## config.mk

```make
export PLATFORM = sky130hd
export DESIGN_NAME = serdes_job_ctrl
export DESIGN_NICKNAME = d
export VERILOG_FILES = /design/src/rtl/serdes_job_ctrl.sv
export SDC_FILE = /design/constraint.sdc
export NUM_CORES = 1
export LEC_CHECK = 0
export BUFFER_PORTS_ARGS = -buffer_cell sky130_fd_sc_hd__buf_2
export CAP_MARGIN = 20
export CORE_MARGIN = 2
export CORE_UTILIZATION = 40
export DETAILED_ROUTE_END_ITERATION = 10
export PLACE_DENSITY_LB_ADDON = 0.15
export SYNTH_ARGS = -nofsm -noshare
export SYNTH_HDL_FRONTEND = slang
export SYNTH_SLANG_ARGS = --single-unit
```

## constraint.sdc

```tcl
create_clock -name clk -period 12.95 [get_ports clk]
set_input_delay 0 -clock clk [delete_from_list [all_inputs] [get_ports clk]]
set_output_delay 0 -clock clk [all_outputs]
set_load 0.005 [all_outputs]
```

## src/rtl/serdes_job_ctrl.sv

```systemverilog
// Job sequencer in front of a serdes: slices one descriptor's element count into
// per-word valid counts, flags the final word, and signals done once every packed output word has left.
module serdes_job_ctrl #(
    parameter int unsigned IN_COUNT  = 10,
    parameter int unsigned OUT_COUNT = 10,
    parameter int unsigned OP_WIDTH  = 16,
    parameter int unsigned IN_WIDTH  = IN_COUNT * OP_WIDTH,
    parameter int unsigned NUM_W     = 20,
    parameter int unsigned COUNT_W   = $clog2(IN_COUNT + 1)
) (
    input  logic                clk,
    input  logic                reset,
    input  logic                cfg_valid,
    output logic                cfg_ready,
    input  logic [NUM_W-1:0]    cfg_num_elems,
    input  logic                src_valid,
    output logic                src_ready,
    input  logic [IN_WIDTH-1:0] src_data,
    output logic                sd_write_req,
    input  logic                sd_write_ready,
    output logic [IN_WIDTH-1:0] sd_write_data,
    output logic [COUNT_W-1:0]  sd_count,
    output logic                sd_flush,
    input  logic                sd_m_write_req,
    output logic                busy,
    output logic                done
);

    // One extra bit keeps the ceil() rounding from wrapping at the largest job size.
    localparam int unsigned EXP_W = NUM_W + 1;

    localparam logic [NUM_W-1:0]   IN_COUNT_N  = NUM_W'(IN_COUNT);
    localparam logic [COUNT_W-1:0] IN_COUNT_C  = COUNT_W'(IN_COUNT);
    localparam logic [EXP_W-1:0]   OUT_COUNT_E = EXP_W'(OUT_COUNT);
    localparam logic [EXP_W-1:0]   OUT_ROUND_E = EXP_W'(OUT_COUNT - 1);

    typedef enum logic [1:0] {
        ST_IDLE  = 2'd0,
        ST_ISSUE = 2'd1,
        ST_DRAIN = 2'd2,
        ST_DONE  = 2'd3
    } state_t;

    state_t           state;
    state_t           state_next;
    logic [NUM_W-1:0] remaining;
    logic [EXP_W-1:0] expected;
    logic [EXP_W-1:0] out_cnt;

    logic [EXP_W-1:0]   expected_calc;
    logic [EXP_W-1:0]   out_cnt_inc;
    logic               last_word;
    logic [COUNT_W-1:0] word_count;
    logic               out_done;
    logic               accept;
    logic               xfer;
    logic               strobe_en;

    // Datapath decodes shared by the FSM and the registers.
    always_comb begin
        expected_calc = (EXP_W'(cfg_num_elems) + OUT_ROUND_E) / OUT_COUNT_E;
        out_cnt_inc   = out_cnt + EXP_W'(1);
        last_word     = (remaining <= IN_COUNT_N);
        word_count    = last_word ? COUNT_W'(remaining) : IN_COUNT_C;
        out_done      = (out_cnt == expected) || (sd_m_write_req && (out_cnt_inc == expected));
    end

    assign sd_write_data = src_data;

    always_ff @(posedge clk or posedge reset) begin
        if (reset) begin
            state <= ST_IDLE;
        end else begin
            state <= state_next;
        end
    end

    // Next state and handshake outputs; the write request is combinational so a word
    // moves in the cycle both sides are ready.
    always_comb begin
        state_next   = state;
        cfg_ready    = 1'b0;
        src_ready    = 1'b0;
        sd_write_req = 1'b0;
        sd_flush     = 1'b0;
        sd_count     = '0;
        accept       = 1'b0;
        xfer         = 1'b0;
        strobe_en    = 1'b0;

        unique case (state)
            ST_IDLE: begin
                cfg_ready = 1'b1;
                if (cfg_valid) begin
                    accept     = 1'b1;
                    state_next = (cfg_num_elems != '0) ? ST_ISSUE : ST_DONE;
                end
            end
            ST_ISSUE: begin
                strobe_en    = 1'b1;
                src_ready    = sd_write_ready;
                sd_write_req = src_valid && sd_write_ready;
                sd_count     = word_count;
                sd_flush     = sd_write_req && last_word;
                xfer         = sd_write_req;
                if (sd_flush) begin
                    state_next = out_done ? ST_DONE : ST_DRAIN;
                end
            end
            ST_DRAIN: begin
                strobe_en = 1'b1;
                if (out_done) begin
                    state_next = ST_DONE;
                end
            end
            ST_DONE: begin
                state_next = ST_IDLE;
            end
            default: begin
                state_next = ST_IDLE;
            end
        endcase
    end

    // Job counters plus registered status flags that track the upcoming state.
    always_ff @(posedge clk or posedge reset) begin
        if (reset) begin
            remaining <= '0;
            expected  <= '0;
            out_cnt   <= '0;
            busy      <= 1'b0;
            done      <= 1'b0;
        end else begin
            busy <= (state_next == ST_ISSUE) || (state_next == ST_DRAIN);
            done <= (state_next == ST_DONE);

            if (accept) begin
                remaining <= cfg_num_elems;
                expected  <= expected_calc;
                out_cnt   <= '0;
            end else begin
                if (xfer) begin
                    remaining <= remaining - NUM_W'(sd_count);
                end
                if (strobe_en && sd_m_write_req && (out_cnt < expected)) begin
                    out_cnt <= out_cnt_inc;
                end
            end
        end
    end

endmodule

```

==> results of run 1 <==
[what timing repair did]
item	4_1_cts	5_1_grt
setup buffers	0	0
hold endpoints to repair	8	0
hold buffers	6	0
[per-stage QoR]
step | total power, W | util | std cells | hold slack (ns) | cell area, sq um
global placement | 0.000983 | 0.366 | 1239 | -0.140 | 7750
floorplan | 0.000870 | - | 1143 | 0.0808 | 8670
global route | 0.00132 | 0.382 | 1259 | 0.00000795 | 8080
CTS | 0.00122 | 0.382 | 1259 | 0.0000346 | 8080
finish | 0.00121 | 0.382 | 1259 | 0.00000198 | 8080
detailed placement | 0.000981 | 0.366 | 1239 | -0.139 | 7750
[final cells by class]
class / instances / area, sq um / share of cell area
clock inverters: 1 / 5.00 / 0.000620
well taps: 275 / 344 / 0.0426
clock buffers: 13 / 260 / 0.0322
multi-input cells: 818 / 5410 / 0.670
inverters: 31 / 116 / 0.0144
repair buffers: 58 / 363 / 0.0449
flip-flops and latches: 63 / 1580 / 0.195
[synth_stat cells (all sizes together) (5+ instances only)]
cell / instances / area, sq um
clkbuf: 35 / 131
o21ai: 55 / 279
buf: 196 / 1440
nor4: 22 / 144
ha: 29 / 363
nand4: 22 / 150
or2: 5 / 31.3
and2: 9 / 56.3
o31ai: 9 / 72.6
xnor2: 55 / 497
a2111oi: 5 / 51.3
nor3: 42 / 236
a211oi: 23 / 193
mux2i: 10 / 100
a21o: 13 / 97.6
inv: 31 / 116
o32ai: 5 / 70.1
a211o: 6 / 52.6
o2111ai: 6 / 52.6
nand2: 111 / 419
o211ai: 19 / 153
xor2: 41 / 359
and3: 24 / 155
a31oi: 23 / 150
o22ai: 6 / 37.5
a21oi: 43 / 215
dfrtp: 63 / 1580
nand2b: 6 / 37.5
nor2: 98 / 370
nand3: 31 / 155
or3: 10 / 62.6
or4: 6 / 45.0
o21a: 11 / 82.6
[layer usage]
metal | vias up | GRT usage | share of wire
li1 | 3653 | - | -
met1 | 3543 | 0.306 | 0.47
met2 | 253 | 0.337 | 0.46
met3 | 57 | 0.0358 | 0.051
met4 | 0 | 0.0664 | 0.019
met5 | - | 0 | 0
[logic make-up after synthesis]
group / synth area share
AOI/OAI and AO/OA: 0.238
buffers and inverters: 0.194
xor gates and xnor gates: 0.0987
muxes: 0.0141
and+or+nand+nor: 0.228
adders and majority gates: 0.0442
DFF: 0.182
[registers in the layout, indices dropped and copies added (netlist names)]
| name | flops |
|---|---|
| out_cnt | 21 |
| remaining | 20 |
| expected | 18 |
| state | 2 |
| busy | 1 |
| done | 1 |
[cells in the final DEF (no fill, tap or decap), types with 20 or more instances in the layout]
master,count
xnor2_1,53
o21ai_0,47
buf_2,35
nor3_1,38
xor2_1,41
nor4_1,21
a31oi_1,22
nor2_1,97
inv_1,30
and3_1,23
nand4_1,20
nand2_1,110
a21oi_1,43
dfrtp_1,63
ha_1,29
nand3_1,31
[power by group through the flow]
stage          clock, W  sequential, W  combinational, W
2_1_floorplan         0       0.000311          0.000559
3_3_place_gp          0       0.000332          0.000651
3_5_place_dp          0       0.000332          0.000649
4_1_cts        0.000232       0.000330          0.000653
5_1_grt        0.000241       0.000341          0.000733
6_report       0.000226       0.000330          0.000652
[how the worst min path moves through the flow]
stage	cells after the start	from	end
finish	0	src_data[58]	sd_write_data[58]
global route	0	src_data[100]	sd_write_data[100]
CTS	0	src_data[107]	sd_write_data[107]
detailed placement	2	reset	done$_DFF_PP0_
global placement	2	reset	state[0]$_DFF_PP0_
floorplan	1	src_data[0]	sd_write_data[0]
==> flow_metrics.py, run 1 <==
metrics = {
    "placed_design": {
        "io_buffer_count": 35,
        "dp_hpwl_mm": 18.0,
        "gp_congestion": 0.906,
        "dp_slack_ns": 5.26,
    },
    "timing": {
        "worst_slack_ns": 5.21,
        "fmax_mhz": 129,
        "maxSlewViolCount": 0,
        "period_share": 0.597,
        "fin_skew_ns": 0.00774,
        "maxSlewHeadroom": 0.304,
        "setup_violations": 0,
        "rsz0062_at_grt": "false",
        "tightestPinTransition_ns": 1.04,
        "period_needed_ns": 7.74,
        "final_hold_viol_count": 0,
        "setup_tns_ns": 0,
    },
    "synth": {
        "async_flop_share": 1.00,
        "ys_ff_latch": 63,
        "synth_warnings": 0,
        "synth.distinct_cells": 94,
        "netlist_area_sq_mm": 0.00867,
        "synth.avg_cell_area_sq_um": 7.58,
        "syn_inst": 1143,
        "syn_nets": 1358,
        "ys_seq_area_frac": 0.182,
        "synth_ff_type": "dfrtp_1",
        "synth-edff-count": 0,
    },
    "run_status": {
        "status": "completed",
    },
    "final_layout": {
        "fillers": 2244,
        "diodes": 0,
        "drive_gt1_frac": 0.105,
        "nets": 1196,
        "area_growth_pct": -6.80,
    },
    "critical_path": {
        "cp_cell_sequence": "dlygate4sd3_1, buf_2, nand4_2, nor3_2, o21ai_1, o2111a_1, o32ai_2, a211oi_1, o21ai_0, nand4_1, nor4b_1, a2111oi_1, or2_1, o2111ai_1, a21oi_1, nand2_1, o211ai_1, or2_1, xnor2_1, mux2i_1, a2111oi_0, a21o_1, a2bb2oi_1, o22a_1",
        "worst-path-buf-inv": 2,
        "timing.rr.end": "remaining[19]$_DFFE_PP0P_",
        "required_ns": 13.18,
        "cp_max_fo": 14,
        "r2r-start": "remaining[5]$_DFFE_PP0P_",
        "critPathKind": "input pin to flop",
        "crit_arrival_ns": 7.96,
        "crit_family": "compound AO/OA/AOI/OAI gates",
        "r2r_setup_slack_ns": 7.95,
        "cp.depth": 24,
        "cp-start-kind": "input pin",
        "critPathCapture": "expected[0]$_DFFE_PP0P_",
        "rr_worst_depth": 18,
        "crit_top_cell": "or2_1",
        "critical_path.startpoint": "cfg_num_elems[10]",
        "end_kind": "flop",
        "cp_slowest_cell": "a21oi_1",
        "slowest_delay_ns": 0.82,
    },
    "cts": {
        "insertion_delay_ns": 0.34,
        "cts_tree": "done",
        "cts_buffers": 9,
        "clock-root-buffer": "clkbuf_16",
        "cts-resized-gates": 0,
        "h-tree-depth": 3,
        "clk_pin_slew_ns": 0.05,
        "cts_buffer_depth": 2,
        "cts.sink_count": 63,
    },
    "grt": {
        "overflow": 0,
        "grt_pass1_vias": 7215,
        "grt_pass1_wl_mm": 39.3,
        "grt_max_degree": 61,
        "grt_use_total": 0.217,
        "antenna_found_initial": 0,
    },
    "floorplanning": {
        "dieArea_sq_mm": 0.0229,
        "ios": 356,
        "die_h_um": 151,
        "dieWidth_um": 151,
        "initial_utilization": 0.410,
        "std_cell_rows": 53,
        "coreArea_sq_mm": 0.0212,
    },
    "power_and_ir_drop": {
        "switching_share": 0.457,
        "p_clk_frac": 0.187,
        "seqPwrFrac": 0.273,
        "internal_power_w": 0.000656,
        "power_density_mw_per_mm2": 150,
        "p_sw_w": 0.000552,
        "pwr-share-comb": 0.540,
        "leakage_nw": 3.24,
        "peakVddDrop_uv": 75.0,
    },
    "drt": {
        "dr.pass1.iters": 5,
        "wl_mm": 24.3,
        "vias_per_cell": 5.96,
        "wl_per_cell_um": 19.3,
        "drtIter0Drc": 416,
        "drc": 0,
        "vias": 7506,
        "ant_nets": 0,
    },
    "flow_run": {
        "maxCapViolCount": 0,
    },
    "min_path": {
        "min_path_type": "input pin to output port",
    },
}
Power figures use the tool's default switching activity.
==> run 2: changes to the inputs <==
--- a/config.mk
+++ b/config.mk
@@ -5,6 +5,7 @@
 export SDC_FILE = /design/constraint.sdc
 export NUM_CORES = 1
 export LEC_CHECK = 0
+export ABC_AREA = 1
 export BUFFER_PORTS_ARGS = -buffer_cell sky130_fd_sc_hd__buf_2
 export CAP_MARGIN = 20
 export CORE_MARGIN = 2
==> constraint.sdc (replaced) <==
create_clock -name clk -period 7.8 [get_ports clk]
set_input_delay 0 -clock clk [delete_from_list [all_inputs] [get_ports clk]]
set_output_delay 0 -clock clk [all_outputs]
set_load 0.005 [all_outputs]
==> flow_metrics.py, run 2 <==
metrics = {
    "run_status": {
        "status": "completed",
    },
    "drt": {
        "wl_mm": 19.1,
        "drc": 0,
        "dr.pass1.iters": 5,
        "wl_per_cell_um": 15.9,
        "drtIter0Drc": 338,
        "vias_per_cell": 5.13,
        "vias": 6173,
        "ant_nets": 0,
    },
    "final_layout": {
        "area_growth_pct": -0.551,
        "final_cell_mix": "204 x nand2_1, 143 x inv_1, 88 x nand3_1",
        "final_common_cell": "nand2_1",
        "largest_register_ffs": 21,
        "top_regs": "out_cnt: 21 flops, remaining: 20 flops, expected: 18 flops",
        "drive_gt1_frac": 0.194,
        "nets": 1186,
        "final_design_area_no_fill_sq_mm": 0.00722,
        "diodes": 0,
        "regMostFlops": "out_cnt",
    },
    "critical_path": {
        "crit_top_cell": "nand2_2",
        "crit_family": "simple AND/OR/NAND/NOR gates",
        "crit_arrival_ns": 7.26,
        "cp_slowest_cell": "dlygate4sd3_1",
        "r2r_setup_slack_ns": 3.37,
        "cp_max_fo": 5,
        "cp-start-kind": "input pin",
        "critical_path.startpoint": "cfg_num_elems[2]",
        "r2r-start": "remaining[13]$_DFFE_PP0P_",
        "critPathKind": "input pin to flop",
        "worst-path-buf-inv": 8,
        "required_ns": 8.03,
        "end_kind": "flop",
        "slowest_delay_ns": 0.55,
    },
    "placed_design": {
        "dp_hpwl_mm": 14.5,
        "post_dp_cell_area_sq_mm": 0.00652,
        "gp_congestion": 0.849,
        "dp_slack_ns": 0.668,
        "io_buffer_count": 35,
    },
    "synth": {
        "synth_ff_type": "dfrtp_1",
        "synth_area_leaders": "dfrtp_1 22%, buf_4 17%, nand2_1 11%",
        "syn_inst": 1076,
        "syn_nets": 1291,
        "ys_ff_latch": 63,
        "synth_most_common_cell": "nand2_1",
        "synth.distinct_cells": 44,
        "ys_seq_area_frac": 0.217,
        "yosysTopAreaCellShare": 0.217,
        "synth_warnings": 0,
        "netlist_area_sq_mm": 0.00726,
        "synth_top_area_cell": "dfrtp_1",
        "synth.avg_cell_area_sq_um": 6.75,
        "synth_common_cells": "221 x nand2_1, 160 x buf_4, 146 x inv_1, 98 x nand3_1, 63 x dfrtp_1",
        "synth-edff-count": 0,
        "async_flop_share": 1.00,
    },
    "grt": {
        "antenna_found_initial": 0,
        "grt_max_degree": 64,
        "overflow": 0,
        "grt_pass1_wl_mm": 30.2,
        "grt_pass1_vias": 5799,
        "grt_use_total": 0.194,
    },
    "timing": {
        "fin_skew_ns": 0.0115,
        "tightestPinTransition_ns": 0.877,
        "maxSlewViolCount": 0,
        "period_needed_ns": 7.02,
        "worst_slack_ns": 0.775,
        "period_share": 0.901,
        "fmax_mhz": 142,
        "fin_hold_ws_ns": 0.00000199,
        "maxSlewHeadroom": 0.416,
        "final_hold_viol_count": 0,
        "setup_violations": 0,
    },
    "power_and_ir_drop": {
        "power_w": 0.00378,
        "p_clk_frac": 0.117,
        "p_sw_w": 0.00206,
        "internal_power_w": 0.00172,
        "leakage_nw": 3.68,
        "seqPwrFrac": 0.143,
        "pwr-share-comb": 0.741,
        "peakVddDrop_uv": 420,
        "power_density_mw_per_mm2": 523,
        "switching_share": 0.546,
    },
    "flow_run": {
        "maxCapViolCount": 0,
    },
    "cts": {
        "cts_buffers": 9,
        "h-tree-depth": 3,
        "cts_tree": "done",
        "cts.sink_count": 63,
        "clock-root-buffer": "clkbuf_16",
        "insertion_delay_ns": 0.34,
        "clk_pin_slew_ns": 0.06,
        "cts_buffer_depth": 2,
    },
    "floorplanning": {
        "ios": 356,
        "coreArea_sq_mm": 0.0179,
        "std_cell_rows": 49,
        "dieArea_sq_mm": 0.0193,
        "initial_utilization": 0.406,
        "die_h_um": 139,
        "dieWidth_um": 139,
    },
    "min_path": {
        "min_path_type": "input pin to output port",
        "min-delay-start": "src_data[73]",
    },
}
run 2: changes by cell type in the layout (fill, tap and decap cells not counted), sizes merged, moves of 24 or more:
| cell | before | now |
|---|---|---|
| nand2 | 111 | 272 |
| inv | 31 | 162 |
| nand3 | 31 | 108 |
| xnor2 | 55 | 3 |
| nor2 | 98 | 59 |
| and3 | 24 | 0 |
run 2: power by group through the flow:
stage / Sequential, W / Combinational [W] / Clock (W)
3_5_place_dp: 0.000542 / 0.00245 / 0
6_report: 0.000539 / 0.00280 / 0.000441
3_3_place_gp: 0.000543 / 0.00246 / 0
2_1_floorplan: 0.000518 / 0.00208 / 0
4_1_cts: 0.000538 / 0.00246 / 0.000452
5_1_grt: 0.000557 / 0.00317 / 0.000466
run 2: stage by stage:
stage          instances  utilization  setup TNS [ns]
2_1_floorplan       1076            -               0
3_3_place_gp        1173        0.364               0
3_5_place_dp        1173        0.364               0
4_1_cts             1192        0.384               0
5_1_grt             1204        0.403         -0.0967
6_report            1204        0.403               0
run 2: kinds of logic after synthesis:
group,count (synthesis),synth area share
AND/OR/NAND/NOR,481,0.314
buffers and inverters,336,0.257
AO/OA/AOI/OAI,116,0.101
flip-flops,63,0.217
XOR/XNOR,51,0.0615
adder cells (fa/ha/maj),29,0.0500
run 2: layout make-up:
| cell class | instances | area [sq um] |
|---|---|---|
| multi-input cells | 677 | 4080 |
| well taps | 229 | 287 |
| inverters | 164 | 616 |
| fillers | 1908 | 10700 |
| clock inverters | 3 | 67.6 |
| flip-flops and latches | 63 | 1580 |
| repair buffers | 56 | 352 |
| clock buffers | 12 | 246 |
run 2: final timing paths:
kind	to	depth (start not counted)
setup / recovery	expected[0]$_DFFE_PP0P_	81
hold / removal	sd_write_data[73]	0
setup reg to reg	remaining[19]$_DFFE_PP0P_	24
hold reg to reg	expected[0]$_DFFE_PP0P_	2
max in group asynchronous	expected[13]$_DFFE_PP0P_	4
min in group asynchronous	busy$_DFF_PP0_	4
run 2: timing repair:
action                                 CTS  global route
buffers inserted                         0            12
hold buffers                             4             0
setup endpoints to repair                0             2
gates resized for setup                  0            64
endpoints found under the hold margin   66             0
run 2: per-layer routing:
layer | GRT usage | vias up | share of wire
li1 | - | 3103 | -
met5 | 0 | - | 0
met1 | 0.256 | 2833 | 0.46
met3 | 0.0477 | 77 | 0.055
met4 | 0.0734 | 0 | 0.030
met2 | 0.309 | 160 | 0.46
